<file path="src/rtl/alu_pipe_if.sv">
// Handshake and data bundle between the EX operand muxes, the pipelined ALU
// and the EX/MEM register.
interface alu_pipe_if #(
  parameter int WIDTH = 32
);
  logic             in_valid;
  logic             in_ready;
  logic [WIDTH-1:0] alu_in1;
  logic [WIDTH-1:0] alu_in2;
  logic [3:0]       alu_command;
  logic             set_flags;
  logic             out_valid;
  logic             out_ready;
  logic [WIDTH-1:0] alu_out;
  logic [3:0]       statusRegister;

  modport master (
    output in_valid, alu_in1, alu_in2, alu_command, set_flags, out_ready,
    input  in_ready, out_valid, alu_out, statusRegister
  );

  modport slave (
    input  in_valid, alu_in1, alu_in2, alu_command, set_flags, out_ready,
    output in_ready, out_valid, alu_out, statusRegister
  );
endinterface

</file>
<file path="src/rtl/alu_pipe.sv">
// Registered EX-stage ALU: valid/ready on both sides, {Z,C,N,V} status register
// feeding ADC/SBC carry, and a WIDTH-cycle shift-add unsigned multiplier.
module alu_pipe #(
  parameter int WIDTH = 32
) (
  input logic       clk,
  input logic       rst_n,
  alu_pipe_if.slave bus
);
  localparam int CNT_W = $clog2(WIDTH) + 1;
  localparam int MSB   = WIDTH - 1;
  localparam int FZ = 3, FC = 2, FN = 1, FV = 0;

  localparam logic [3:0] OP_MOV = 4'b0001, OP_MVN = 4'b1001, OP_ADD = 4'b0010,
                         OP_ADC = 4'b0011, OP_SUB = 4'b0100, OP_SBC = 4'b0101,
                         OP_AND = 4'b0110, OP_ORR = 4'b0111, OP_EOR = 4'b1000,
                         OP_CMP = 4'b1100, OP_TST = 4'b1110, OP_ADR = 4'b1010,
                         OP_MUL = 4'b1011;

  typedef enum logic [1:0] {ST_IDLE = 2'd0, ST_MUL = 2'd1, ST_HOLD = 2'd2} state_t;

  state_t             state_q, state_d;
  logic               out_valid_q, out_valid_d;
  logic [WIDTH-1:0]   alu_out_q, alu_out_d;
  logic [3:0]         flags_q, flags_d;
  logic [CNT_W-1:0]   cnt_q, cnt_d;
  logic [WIDTH-1:0]   mcand_q, mcand_d;
  logic [WIDTH-1:0]   mplier_q, mplier_d;
  logic [WIDTH-1:0]   acc_q, acc_d;
  logic               mul_s_q, mul_s_d;

  logic [WIDTH-1:0]   a, b, acc_step, op_res;
  logic [WIDTH:0]     sum_ext, dif_ext;
  logic               cin, bin, op_c, op_v, op_wr_zn, op_wr_cv;
  logic               slot_free, in_ready, accept, mul_last;

  assign a         = bus.alu_in1;
  assign b         = bus.alu_in2;
  assign slot_free = !out_valid_q || bus.out_ready;
  assign in_ready  = (state_q == ST_IDLE) && slot_free;
  assign accept    = bus.in_valid && in_ready;
  assign mul_last  = (cnt_q == CNT_W'(WIDTH - 1));
  assign acc_step  = mplier_q[0] ? acc_q + mcand_q : acc_q;

  assign bus.in_ready       = in_ready;
  assign bus.out_valid      = out_valid_q;
  assign bus.alu_out        = alu_out_q;
  assign bus.statusRegister = flags_q;

  function automatic logic [3:0] merge_flags(input logic [3:0] old, input logic [WIDTH-1:0] res,
                                             input logic wr_zn, input logic wr_cv,
                                             input logic c, input logic v);
    merge_flags = {wr_zn ? (res == '0) : old[FZ], wr_cv ? c : old[FC],
                   wr_zn ? res[MSB] : old[FN], wr_cv ? v : old[FV]};
  endfunction

  // The extra top bit of each sum is the carry-out; for subtraction it is the borrow.
  always_comb begin
    cin     = (bus.alu_command == OP_ADC) && flags_q[FC];
    bin     = (bus.alu_command == OP_SBC) && !flags_q[FC];
    sum_ext = {1'b0, a} + {1'b0, b} + {{WIDTH{1'b0}}, cin};
    dif_ext = {1'b0, a} - {1'b0, b} - {{WIDTH{1'b0}}, bin};
  end

  always_comb begin
    op_res   = '0;
    op_c     = flags_q[FC];
    op_v     = flags_q[FV];
    op_wr_zn = 1'b0;
    op_wr_cv = 1'b0;
    case (bus.alu_command)
      OP_MOV: begin op_res = b;  op_wr_zn = bus.set_flags; end
      OP_MVN: begin op_res = ~b; op_wr_zn = bus.set_flags; end
      OP_ADD, OP_ADC, OP_ADR: begin
        op_res   = sum_ext[MSB:0];
        op_c     = sum_ext[WIDTH];
        op_v     = (a[MSB] == b[MSB]) && (sum_ext[MSB] != a[MSB]);
        op_wr_zn = bus.set_flags && (bus.alu_command != OP_ADR);
        op_wr_cv = op_wr_zn;
      end
      OP_SUB, OP_SBC, OP_CMP: begin
        op_res   = dif_ext[MSB:0];
        op_c     = !dif_ext[WIDTH];
        op_v     = (a[MSB] != b[MSB]) && (dif_ext[MSB] != a[MSB]);
        op_wr_zn = bus.set_flags || (bus.alu_command == OP_CMP);
        op_wr_cv = op_wr_zn;
      end
      OP_AND, OP_TST: begin
        op_res   = a & b;
        op_wr_zn = bus.set_flags || (bus.alu_command == OP_TST);
      end
      OP_ORR: begin op_res = a | b; op_wr_zn = bus.set_flags; end
      OP_EOR: begin op_res = a ^ b; op_wr_zn = bus.set_flags; end
      default: ;
    endcase
  end

  always_ff @(posedge clk or negedge rst_n) begin
    if (!rst_n) state_q <= ST_IDLE;
    else        state_q <= state_d;
  end

  always_comb begin
    state_d = state_q;
    case (state_q)
      ST_IDLE: if (accept && bus.alu_command == OP_MUL) state_d = ST_MUL;
      ST_MUL:  if (mul_last) state_d = slot_free ? ST_IDLE : ST_HOLD;
      ST_HOLD: if (slot_free) state_d = ST_IDLE;
      default: state_d = ST_IDLE;
    endcase
  end

  // A finished product waits in acc_q (HOLD) until the output slot is free.
  always_comb begin
    out_valid_d = out_valid_q && !bus.out_ready;
    alu_out_d   = alu_out_q;
    flags_d     = flags_q;
    cnt_d       = cnt_q;
    mcand_d     = mcand_q;
    mplier_d    = mplier_q;
    acc_d       = acc_q;
    mul_s_d     = mul_s_q;
    case (state_q)
      ST_IDLE: begin
        if (accept) begin
          if (bus.alu_command == OP_MUL) begin
            mcand_d  = a;
            mplier_d = b;
            acc_d    = '0;
            cnt_d    = '0;
            mul_s_d  = bus.set_flags;
          end else begin
            alu_out_d   = op_res;
            out_valid_d = 1'b1;
            flags_d     = merge_flags(flags_q, op_res, op_wr_zn, op_wr_cv, op_c, op_v);
          end
        end
      end
      ST_MUL: begin
        acc_d    = acc_step;
        mcand_d  = {mcand_q[MSB-1:0], 1'b0};
        mplier_d = {1'b0, mplier_q[MSB:1]};
        cnt_d    = cnt_q + 1'b1;
        if (mul_last) begin
          cnt_d = '0;
          if (slot_free) begin
            alu_out_d   = acc_step;
            out_valid_d = 1'b1;
            flags_d     = merge_flags(flags_q, acc_step, mul_s_q, 1'b0, 1'b0, 1'b0);
          end
        end
      end
      ST_HOLD: begin
        if (slot_free) begin
          alu_out_d   = acc_q;
          out_valid_d = 1'b1;
          flags_d     = merge_flags(flags_q, acc_q, mul_s_q, 1'b0, 1'b0, 1'b0);
        end
      end
      default: ;
    endcase
  end

  always_ff @(posedge clk or negedge rst_n) begin
    if (!rst_n) begin
      out_valid_q <= 1'b0;
      alu_out_q   <= '0;
      flags_q     <= '0;
      cnt_q       <= '0;
      mcand_q     <= '0;
      mplier_q    <= '0;
      acc_q       <= '0;
      mul_s_q     <= 1'b0;
    end else begin
      out_valid_q <= out_valid_d;
      alu_out_q   <= alu_out_d;
      flags_q     <= flags_d;
      cnt_q       <= cnt_d;
      mcand_q     <= mcand_d;
      mplier_q    <= mplier_d;
      acc_q       <= acc_d;
      mul_s_q     <= mul_s_d;
    end
  end
endmodule

</file>
<file path="src/flat_wrapper.sv">
// flat-port wrapper written by rule: the top's interface ports become plain ports
module alu_pipe_flat 
#(
  parameter int WIDTH = 32
)
  (clk, rst_n, bus_in_valid, bus_alu_in1, bus_alu_in2, bus_alu_command, bus_set_flags, bus_out_ready, bus_in_ready, bus_out_valid, bus_alu_out, bus_statusRegister);
  alu_pipe_if #(.WIDTH(WIDTH)) bus_i ();
  input logic clk;
  input logic rst_n;
  input wire logic [$bits(bus_i.in_valid)-1:0] bus_in_valid;
  input wire logic [$bits(bus_i.alu_in1)-1:0] bus_alu_in1;
  input wire logic [$bits(bus_i.alu_in2)-1:0] bus_alu_in2;
  input wire logic [$bits(bus_i.alu_command)-1:0] bus_alu_command;
  input wire logic [$bits(bus_i.set_flags)-1:0] bus_set_flags;
  input wire logic [$bits(bus_i.out_ready)-1:0] bus_out_ready;
  output wire logic [$bits(bus_i.in_ready)-1:0] bus_in_ready;
  output wire logic [$bits(bus_i.out_valid)-1:0] bus_out_valid;
  output wire logic [$bits(bus_i.alu_out)-1:0] bus_alu_out;
  output wire logic [$bits(bus_i.statusRegister)-1:0] bus_statusRegister;
  assign bus_i.in_valid = bus_in_valid;
  assign bus_i.alu_in1 = bus_alu_in1;
  assign bus_i.alu_in2 = bus_alu_in2;
  assign bus_i.alu_command = bus_alu_command;
  assign bus_i.set_flags = bus_set_flags;
  assign bus_i.out_ready = bus_out_ready;
  assign bus_in_ready = bus_i.in_ready;
  assign bus_out_valid = bus_i.out_valid;
  assign bus_alu_out = bus_i.alu_out;
  assign bus_statusRegister = bus_i.statusRegister;
  alu_pipe #(.WIDTH(WIDTH)) u_core (.clk(clk), .rst_n(rst_n), .bus(bus_i));
endmodule
</file>
<file path="config.mk">
export PLATFORM = sky130hd
export DESIGN_NAME = alu_pipe_flat
export DESIGN_NICKNAME = d
export VERILOG_FILES = /design/src/rtl/alu_pipe_if.sv /design/src/rtl/alu_pipe.sv /design/src/flat_wrapper.sv
export SDC_FILE = /design/constraint.sdc
export NUM_CORES = 1
export LEC_CHECK = 0
export CAP_MARGIN = 20
export CORE_UTILIZATION = 40
export DETAILED_ROUTE_END_ITERATION = 6
export PLACE_DENSITY_LB_ADDON = 0.08
export SYNTH_ARGS = -nofsm -noshare
export SYNTH_HDL_FRONTEND = slang
export SYNTH_SLANG_ARGS = --single-unit
</file>
<file path="constraint.sdc">
create_clock -name clk -period 5.9 [get_ports clk]
set_input_delay 1.18 -clock clk [delete_from_list [all_inputs] [get_ports clk]]
set_output_delay 1.18 -clock clk [all_outputs]
set_load 0.01 [all_outputs]
</file>
* After elaboration in Yosys (flattened, before gate mapping)
Index checks and enable logic that the tools add are counted.
** Storage, ports and cells
- Bits in registers :: 142
- Logic and storage cells :: 136
** Operators by class
- Add/subtract/negate cells :: 6
- Equality and inequality tests :: 31
- Muxes and demuxes :: 49
- Bitwise logic cells :: 7
- Reduce and logical (&&, ||, !) cells :: 33
** Operators with widths (number)
- $mux 32 :: 12
- $pmux 32 s7 :: 1
- $pmux 32 s2 :: 3
- $logic_not 32->1 :: 3
- $pmux 32 s3 :: 1
- $add 32x32->33 :: 1
- $add 33x1->33 :: 1
- $sub 32x32->33 :: 1
- $sub 33x1->33 :: 1
- $add 32x32->32 :: 1
- $and 32x32->32 :: 1
- $not 32->32 :: 1
- $or 32x32->32 :: 1
- $xor 32x32->32 :: 1
- $eq 4x4->1 const B :: 6
- $mux 4 :: 5
- $mux 6 :: 3
- $eq 4x3->1 const B :: 4
- $ne 2x1->1 const B :: 7
- $mux 1 :: 12
- $pmux 4 s3 :: 1
- $pmux 6 s2 :: 1
- $logic_and 1x1->1 :: 9
- $reduce_and 3->1 :: 3
- 27 further kinds :: 46

* Depth between registers and ports, before layout
Gate-level depths: netlist of run 1.
- Depth after elaboration :: 10
- Mapped depth :: 20
- Mapped depth without buffers :: 18

* Least setup slack after synthesis of run 1
OpenSTA, ideal clock, no wires.
- Kind :: input -> register
- Start point :: in bus_alu_command[3]
- End point :: reg u_core.flags_q[3], in the netlist u_core.bus.statusRegister[3]
- Library setup time :: 69 ps
- Arrival :: 5565 ps
- Path slack :: 266 ps
- Cell stages on the path :: 20
- Cells stage by stage :: buf_1 > buf_2 > nand2b_1 > nor3_1 > fa_1 > inv_1 > ha_1 > or2_2 > fa_1 > o21a_2 > o22a_2 > a211oi_4 > o41ai_2 > a221oi_4 > xnor2_1 > a2111oi_4 > nand3_1 > nor4_1 > nand3_1 > nand3_1
** Between the ends
- Word-level cells in the longest chain between the ends :: 9
- Elaborated cells between the ends (all ways) :: 35
** RTL lines
- start: declaration :: line flat_wrapper.sv:13 : input wire logic [$bits(bus_i.alu_command)-1:0] bus_alu_command;
- $eq 4x3->1 or $eq 4x2->1 (tied branches) :: line alu_pipe.sv:60, alu_pipe.sv:71, alu_pipe.sv:59
- $logic_and 1x1->1 (on tied branches) :: line alu_pipe.sv:60, alu_pipe.sv:59
- $sub 33x1->33 or $add 33x1->33 (tied branches) :: line alu_pipe.sv:62, alu_pipe.sv:61
- $pmux 32 s7 :: line alu_pipe.sv:71 : case (bus.alu_command)
- $logic_not 32->1 :: line alu_pipe.sv:53 : merge_flags = {wr_zn ? (res == '0) : old[FZ], wr_cv ? c : old[FC],
- $mux 1 :: line alu_pipe.sv:53
- $mux 4 :: line alu_pipe.sv:126 : if (bus.alu_command == OP_MUL) begin
- $mux 4 :: line alu_pipe.sv:125 : if (accept) begin
- $pmux 4 s3 :: line alu_pipe.sv:123 : case (state_q)
- end signal: assignment :: line alu_pipe.sv:177 : flags_q <= flags_d;
- end: declaration :: line alu_pipe.sv:25 : logic [3:0] flags_q, flags_d;
Several ways; a longest one is shown, not always the timed one. The select of a mux whose other input is x is not followed.
A chain may end at the register's enable or synchronous reset.

* Worst setup path in the final report of run 1
- Start point :: in bus_alu_command[1]
- End point :: reg u_core.flags_q[3], in the netlist u_core.bus.statusRegister[3]
Same word-level chain as after synthesis.

==> results.json, run 1 <==
{
  "clkPwrFrac_pct": 18.2,
  "min_period_ns": 5.48,
  "worstPathArrival_ns": 5.89,
  "whs_ns": 0.478,
  "post_dp_cell_area_sq_mm": 0.0173,
  "worstSetupPathType": "input port to register",
  "worstMarginPinSlew_ns": 1.10,
  "rsz0062_at_grt": "false",
  "synthSimpleGateAreaFrac_pct": 17.4,
  "comb_power_share_pct": 55.5,
  "synth-xor-area-share_pct": 5.08,
  "hold_class": "register to register",
  "pre_cts_ws_ns": -0.00587,
  "post-route-util_pct": 46.4,
  "min_period_over_period_pct": 92.8,
  "drt_iter0_drc": 1449,
  "vias": 15700,
  "synthFlopType": "dfrtp_1",
  "ir_worst_vdd_v": 0.000222,
  "yosysSeqAreaShare_pct": 22.7,
  "clk_latency_ns": 0.49,
  "pwr-share-seq_pct": 26.3,
  "p_sw_mw": 2.98,
  "setup_viol": 0,
  "row_count": 72,
  "slew_violations": 0,
  "finalHoldViolCount": 0,
  "synth_fa_ha_area_share_pct": 13.6,
  "grt_pass1_vias": 14600,
  "synth.distinct_cells": 92,
  "final_common_cell": "nand2_1",
  "syn2layout_area_growth_pct": 14.5,
  "setup-tns-final_ns": 0,
  "die_area_sq_mm": 0.0400,
  "drc": 0,
  "timing.critical_path.mode_cell": "nand3_1",
  "ys_warn_count": 0,
  "cts_sinks": 142,
  "cts_buffer_depth": 2,
  "avgSynthCellArea_sq_um": 7.81,
  "path_clk_slew_ns": 0.07,
  "dpl.cell_count": 2569,
  "cts_hold_buf": 0,
  "swShare_pct": 46.6,
  "ys_ff_latch": 142,
  "synth.cell_area_sq_mm": 0.0157,
  "drt-wirelength-per-cell_um": 22.8,
  "ff_latch_area_sq_mm": 0.00355,
  "first_pass_iters": 5,
  "grt-ovfl-total": 0,
  "fp.dieH_um": 200,
  "diodes": 0,
  "crit_buf_inv": 1,
  "ctsRootBufferMaster": "clkbuf_16",
  "core_area_sq_mm": 0.0386,
  "drive_above_1_share_pct": 6.14,
  "ctsHtreeMaxLevel": 4,
  "final_nets": 2310,
  "p_per_area_mw_per_mm2": 356,
  "finalWorstSetupSlack_ns": 0.423,
  "cts_buffers": 17,
  "multi_input_area_sq_mm": 0.0111,
  "track_usage_pct": 30.4,
  "post_cts_buffers": 0,
  "post_cts_resized": 0,
  "crit_fanout": 4,
  "end_kind": "register",
  "power.leakage_nw": 8.00,
  "die_width_um": 200,
  "cp_cell_sequence": "clkdlybuf4s50_1 > nand2b_1 > nor3_1 > fa_1 > ha_1 > or2_2 > fa_1 > o21a_2 > o22a_2 > a211oi_4 > o41ai_2 > a221oi_4 > xnor2_1 > a2111oi_4 > nand3_1 > nor4_1 > nand3_1 > nand3_1",
  "netlist.area_leader.share_pct": 22.7,
  "final_cell_mix": "nand2_1 (242), o21ai_0 (163), ha_1 (160)",
  "vias_per_cell": 6.02,
  "antenna_left": 0,
  "status": "completed",
  "finalPower_mw": 6.39,
  "syn_inst": 2008,
  "synthArstFlopShare_pct": 100,
  "start_util_pct": 40.6,
  "fin_skew_ns": 0.0207,
  "critPathMaxStageDelay_ns": 0.48,
  "grt_max_degree": 89,
  "instances_no_fill": 2601,
  "antenna_found_initial": 2,
  "relSlewSlack_pct": 26.4,
  "slowest_stage": "fa_1",
  "cts_tree": "yes",
  "synth_edf_count": 0,
  "yosys.area.top_type": "dfrtp_1",
  "synth_compound_area_share_pct": 28.4,
  "max_freq_ghz": 0.183,
  "grt_pass1_wl_mm": 90.9,
  "wl_mm": 59.2,
  "dp_hpwl_mm": 45.3,
  "cpLargestDelayFamily": "compound AO/OA/AOI/OAI gates",
  "worst_setup_path_start_kind": "input port",
  "gp_congestion": 0.959,
  "fin_area_sq_mm": 0.0180,
  "synth_nets": 2248,
  "cap_viol_max_count": 0,
  "numPortBuffers": 110,
  "synth.area.mux_share_pct": 6.21,
  "synth_top_family_by_area": "compound AO/OA/AOI/OAI gates",
  "required_ns": 6.31,
  "n_fill_cell": 3866,
  "ioPinCount": 111,
  "ys_top_cells_by_area": "dfrtp_1 (23%), ha_1 (13%), nand2_1 (5.8%), mux2i_1 (5.5%), o21ai_0 (5.2%)",
  "intPower_mw": 3.41
}
-- power groups by stage --
| stage | registers (mW) | clock network, mW | logic (mW) |
|---|---|---|---|
| global route | 1.72 | 1.23 | 3.90 |
| global placement | 1.69 | 0 | 3.49 |
| CTS | 1.68 | 1.19 | 3.52 |
| detailed placement | 1.70 | 0 | 3.50 |
| floorplan | 1.60 | 0 | 2.29 |
| finish | 1.68 | 1.16 | 3.54 |
-- sequential cells by signal, indices dropped and copies added (netlist names) --
signal                     count
u_core.mplier_q               32
u_core.bus.statusRegister      4
u_core.acc_q                  32
u_core.state_q                 2
u_core.mul_s_q                 1
u_core.bus.out_valid           1
u_core.cnt_q                   6
u_core.bus.alu_out            32
u_core.mcand_q                32
-- logic make-up after synthesis --
logic type / Yosys count
flops: 142
buf+inv: 258
compound gates: 675
mux: 96
xor+xnor: 91
fa+ha+maj: 167
simple gates: 579
-- worst paths after layout --
path | startpoint | end | slack (ns) | depth (start not counted)
worst max-delay path | bus_alu_command[1] | u_core.bus.statusRegister[3]$_DFFE_PN0P_ | 0.42 | 18
max in group asynchronous | rst_n | u_core.mplier_q[22]$_DFFE_PN0P_ | 4.27 | 2
worst min-delay path | u_core.bus.alu_out[15]$_DFFE_PN0P_ | u_core.bus.alu_out[15]$_DFFE_PN0P_ | 0.48 | 1
min in group asynchronous | rst_n | u_core.bus.out_valid$_DFF_PN0_ | 0.51 | 1
worst max register to register | u_core.bus.statusRegister[2]$_DFFE_PN0P_ | u_core.bus.statusRegister[3]$_DFFE_PN0P_ | 1.24 | 16
worst min register to register | u_core.bus.alu_out[15]$_DFFE_PN0P_ | u_core.bus.alu_out[15]$_DFFE_PN0P_ | 0.48 | 1
-- layout make-up --
class	count	share of cell area, %
inverters	136	2.84
clock inverters	11	0.864
clock buffers	21	2.51
repair buffers	165	8.38
flip-flops and latches	142	19.8
multi-input cells	1608	62.0
well taps	518	3.61
-- cell usage after synthesis (16+ instances only) --
master and number:
nand2_1 243, o21ai_0 163, ha_1 162, dfrtp_1 142
inv_1 135, a21oi_1 124, nor2_1 97, clkbuf_1 93
mux2i_1 86, a21o_1 52, xor2_1 46, xnor2_1 45
o21ai_1 44, nand3_1 40, nand4_1 38, nor3_1 36
a221oi_1 26, a211oi_1 25, o211ai_1 24, a22oi_1 22
o22ai_1 22, nand2b_1 20, nor4_1 20, a31oi_1 19
a22o_1 17, o31ai_1 17, and3_1 16, o21a_1 16
-- layer usage --
metal	vias to the layer above	track usage, %	part of all wire (%)
met2	490	47.2	46
met5	-	0	0
met3	57	4.17	5.8
li1	7465	-	-
met1	7653	43.8	47
met4	0	8.37	1.7
Power figures use the tool's default switching activity.
==> run 2, diff against run 1 <==
--- a/config.mk
+++ b/config.mk
@@ -7,6 +7,7 @@
 export LEC_CHECK = 0
 export CAP_MARGIN = 20
 export CORE_UTILIZATION = 40
+export CTS_BUF_LIST = sky130_fd_sc_hd__clkbuf_2
 export DETAILED_ROUTE_END_ITERATION = 6
 export PLACE_DENSITY_LB_ADDON = 0.08
 export SYNTH_ARGS = -nofsm -noshare
==> constraint.sdc (replaced) <==
create_clock -name clk -period 5.9 [get_ports clk]
set_input_delay 0.59 -clock clk [delete_from_list [all_inputs] [get_ports clk]]
set_output_delay 0.59 -clock clk [all_outputs]
set_load 0.01 [all_outputs]
==> run 2 against run 1 <==
Effect of this change: highest routed layer unchanged; wire length up 0.96%; combinational power barely moved; global-route usage down 0.23 points; setup slack improved by 0.78 ns; first-iteration DRC count is 9.4% lower; critical path type is now register to register; total power fell by 8.5%.
==> results.json, run 2 (synthesis gave the netlist of run 1 again) <==
{
  "status": "completed",
  "fp.dieH_um": 200,
  "ir_worst_vdd_v": 0.000175,
  "p_per_area_mw_per_mm2": 336,
  "track_usage_pct": 30.2,
  "antenna_left": 0,
  "max_freq_ghz": 0.213,
  "min_period_ns": 4.70,
  "wl_mm": 59.8,
  "fin_area_sq_mm": 0.0174,
  "die_area_sq_mm": 0.0400,
  "drt_iter0_drc": 1313,
  "finalHoldViolCount": 0,
  "core_area_sq_mm": 0.0386,
  "first_pass_iters": 6,
  "post_cts_buffers": 0,
  "required_ns": 6.75,
  "post_dp_cell_area_sq_mm": 0.0171,
  "drive_above_1_share_pct": 5.00,
  "cts_buffers": 17,
  "final_cell_mix": "nand2_1 (242), o21ai_0 (163), ha_1 (161)",
  "cap_viol_max_count": 0,
  "min_period_over_period_pct": 79.6,
  "setup-tns-final_ns": 0,
  "start_util_pct": 40.6,
  "dp_hpwl_mm": 45.5,
  "gp_congestion": 0.945,
  "drc": 0,
  "grt_pass1_wl_mm": 90.3,
  "slowest_stage": "dfrtp_1",
  "clk_latency_ns": 0.95,
  "vias": 15600,
  "numPortBuffers": 110,
  "grt_max_degree": 101,
  "die_width_um": 200,
  "grt-ovfl-total": 0,
  "worst_setup_path_start_kind": "register",
  "grt_pass1_vias": 14600,
  "cts_tree": "yes",
  "critPathMaxStageDelay_ns": 0.51,
  "ioPinCount": 111,
  "antenna_found_initial": 3,
  "ctsHtreeMaxLevel": 4,
  "worstPathArrival_ns": 5.55,
  "post_cts_resized": 0,
  "vias_per_cell": 6.04,
  "end_kind": "register",
  "timing.critical_path.mode_cell": "nand3_1",
  "ctsRootBufferMaster": "clkbuf_2",
  "crit_fanout": 5,
  "rsz0062_at_grt": "false",
  "worstMarginPinSlew_ns": 1.10,
  "cp_cell_sequence": "nor3_1 > fa_1 > ha_1 > or2_2 > fa_1 > o21a_2 > o22a_2 > a211oi_4 > o41ai_2 > a221oi_4 > xnor2_1 > a2111oi_4 > nand3_1 > nor4_1 > nand3_1 > nand3_1",
  "worstSetupPathType": "register to register",
  "relSlewSlack_pct": 26.0,
  "fin_skew_ns": 0.0833,
  "path_clk_slew_ns": 0.34,
  "slew_violations": 0,
  "cts_buffer_depth": 2,
  "hold_class": "input port to async pin",
  "final_common_cell": "nand2_1",
  "syn2layout_area_growth_pct": 10.9,
  "setup_viol": 0,
  "final_nets": 2285,
  "cts_sinks": 142,
  "row_count": 72,
  "power.leakage_nw": 7.72,
  "drt-wirelength-per-cell_um": 23.2
}
[run 2: cell types whose count changed in the layout (fill, tap and decap cells not counted), moves of 3 or more]
cell | before | now
clkbuf_1 | 3 | 0
clkbuf_16 | 17 | 0
clkbuf_2 | 0 | 19
buf_4 | 55 | 29
diode_2 | 0 | 3
[run 2: final timing paths]
kind / end / slack (ns) / startpoint / cells past startpoint
setup / recovery: u_core.bus.statusRegister[3]$_DFFE_PN0P_ / 1.20 / u_core.bus.statusRegister[2]$_DFFE_PN0P_ / 16
hold / removal: u_core.mplier_q[21]$_DFFE_PN0P_ / 0.30 / rst_n / 2
setup reg to reg: u_core.bus.statusRegister[3]$_DFFE_PN0P_ / 1.20 / u_core.bus.statusRegister[2]$_DFFE_PN0P_ / 16
hold reg to reg: u_core.mplier_q[12]$_DFFE_PN0P_ / 0.51 / u_core.mplier_q[12]$_DFFE_PN0P_ / 2
max in group asynchronous: u_core.bus.alu_out[20]$_DFFE_PN0P_ / 4.24 / rst_n / 3
min in group clk: u_core.bus.alu_out[0]$_DFFE_PN0P_ / 0.39 / bus_alu_command[3] / 6
[run 2: per-layer routing]
| layer | GRT usage [%] | vias to the layer above | share of wire [%] |
|---|---|---|---|
| li1 | - | 7391 | - |
| met4 | 6.98 | 0 | 2.0 |
| met1 | 43.2 | 7579 | 47 |
| met3 | 4.70 | 70 | 6.0 |
| met2 | 47.3 | 530 | 45 |
| met5 | 0 | - | 0 |
[run 2: cell type report]
| cell class | instances | area, sq um |
|---|---|---|
| antenna | 3 | 7.51 |
| clock buffer | 19 | 95.1 |
| clock inverter | 13 | 129 |
| fill | 3996 | 21300 |
| inverter | 136 | 510 |
| multi-input combinational | 1608 | 11100 |
| sequential | 142 | 3550 |
| tap | 518 | 648 |
| timing repair buffer | 140 | 1320 |
[run 2: power breakdown]
| part | total, mW | leakage (nW) | switching [mW] | internal, mW |
|---|---|---|---|---|
| sequential | 1.68 | 1.84 | 0.357 | 1.33 |
| combinational | 3.52 | 5.74 | 2.15 | 1.37 |
| clock | 0.635 | 0.132 | 0.469 | 0.166 |
[run 2: stage by stage]
step / hold slack (ns) / util (%) / std cells / worst slack (ns) / power [mW]
after floorplan: 0.294 / - / 2008 / 0.856 / 3.89
after global placement: 0.462 / 44.4 / 2543 / 0.550 / 5.17
after detailed placement: 0.472 / 44.4 / 2543 / 0.474 / 5.18
after CTS: 0.297 / 45.0 / 2576 / 1.24 / 5.83
after global routing: 0.328 / 45.0 / 2579 / 0.948 / 6.27
final: 0.297 / 45.0 / 2579 / 1.20 / 5.84
[run 2: timing repair]
item | 4_1_cts | 5_1_grt
setup endpoints to repair | 0 | 0
hold buffers | 1 | 0
endpoints found under the hold margin | 89 | 0
[run 2: worst max-delay path: cells and delay by family (launching register included)]
| family | cells | cell delay [ns] |
|---|---|---|
| AND/OR/NAND/NOR | 6 | 1.20 |
| flip-flops | 1 | 0.51 |
| XOR/XNOR | 1 | 0.15 |
| AO/OA/AOI/OAI | 6 | 1.66 |
| adder cells (fa/ha/maj) | 3 | 1.14 |
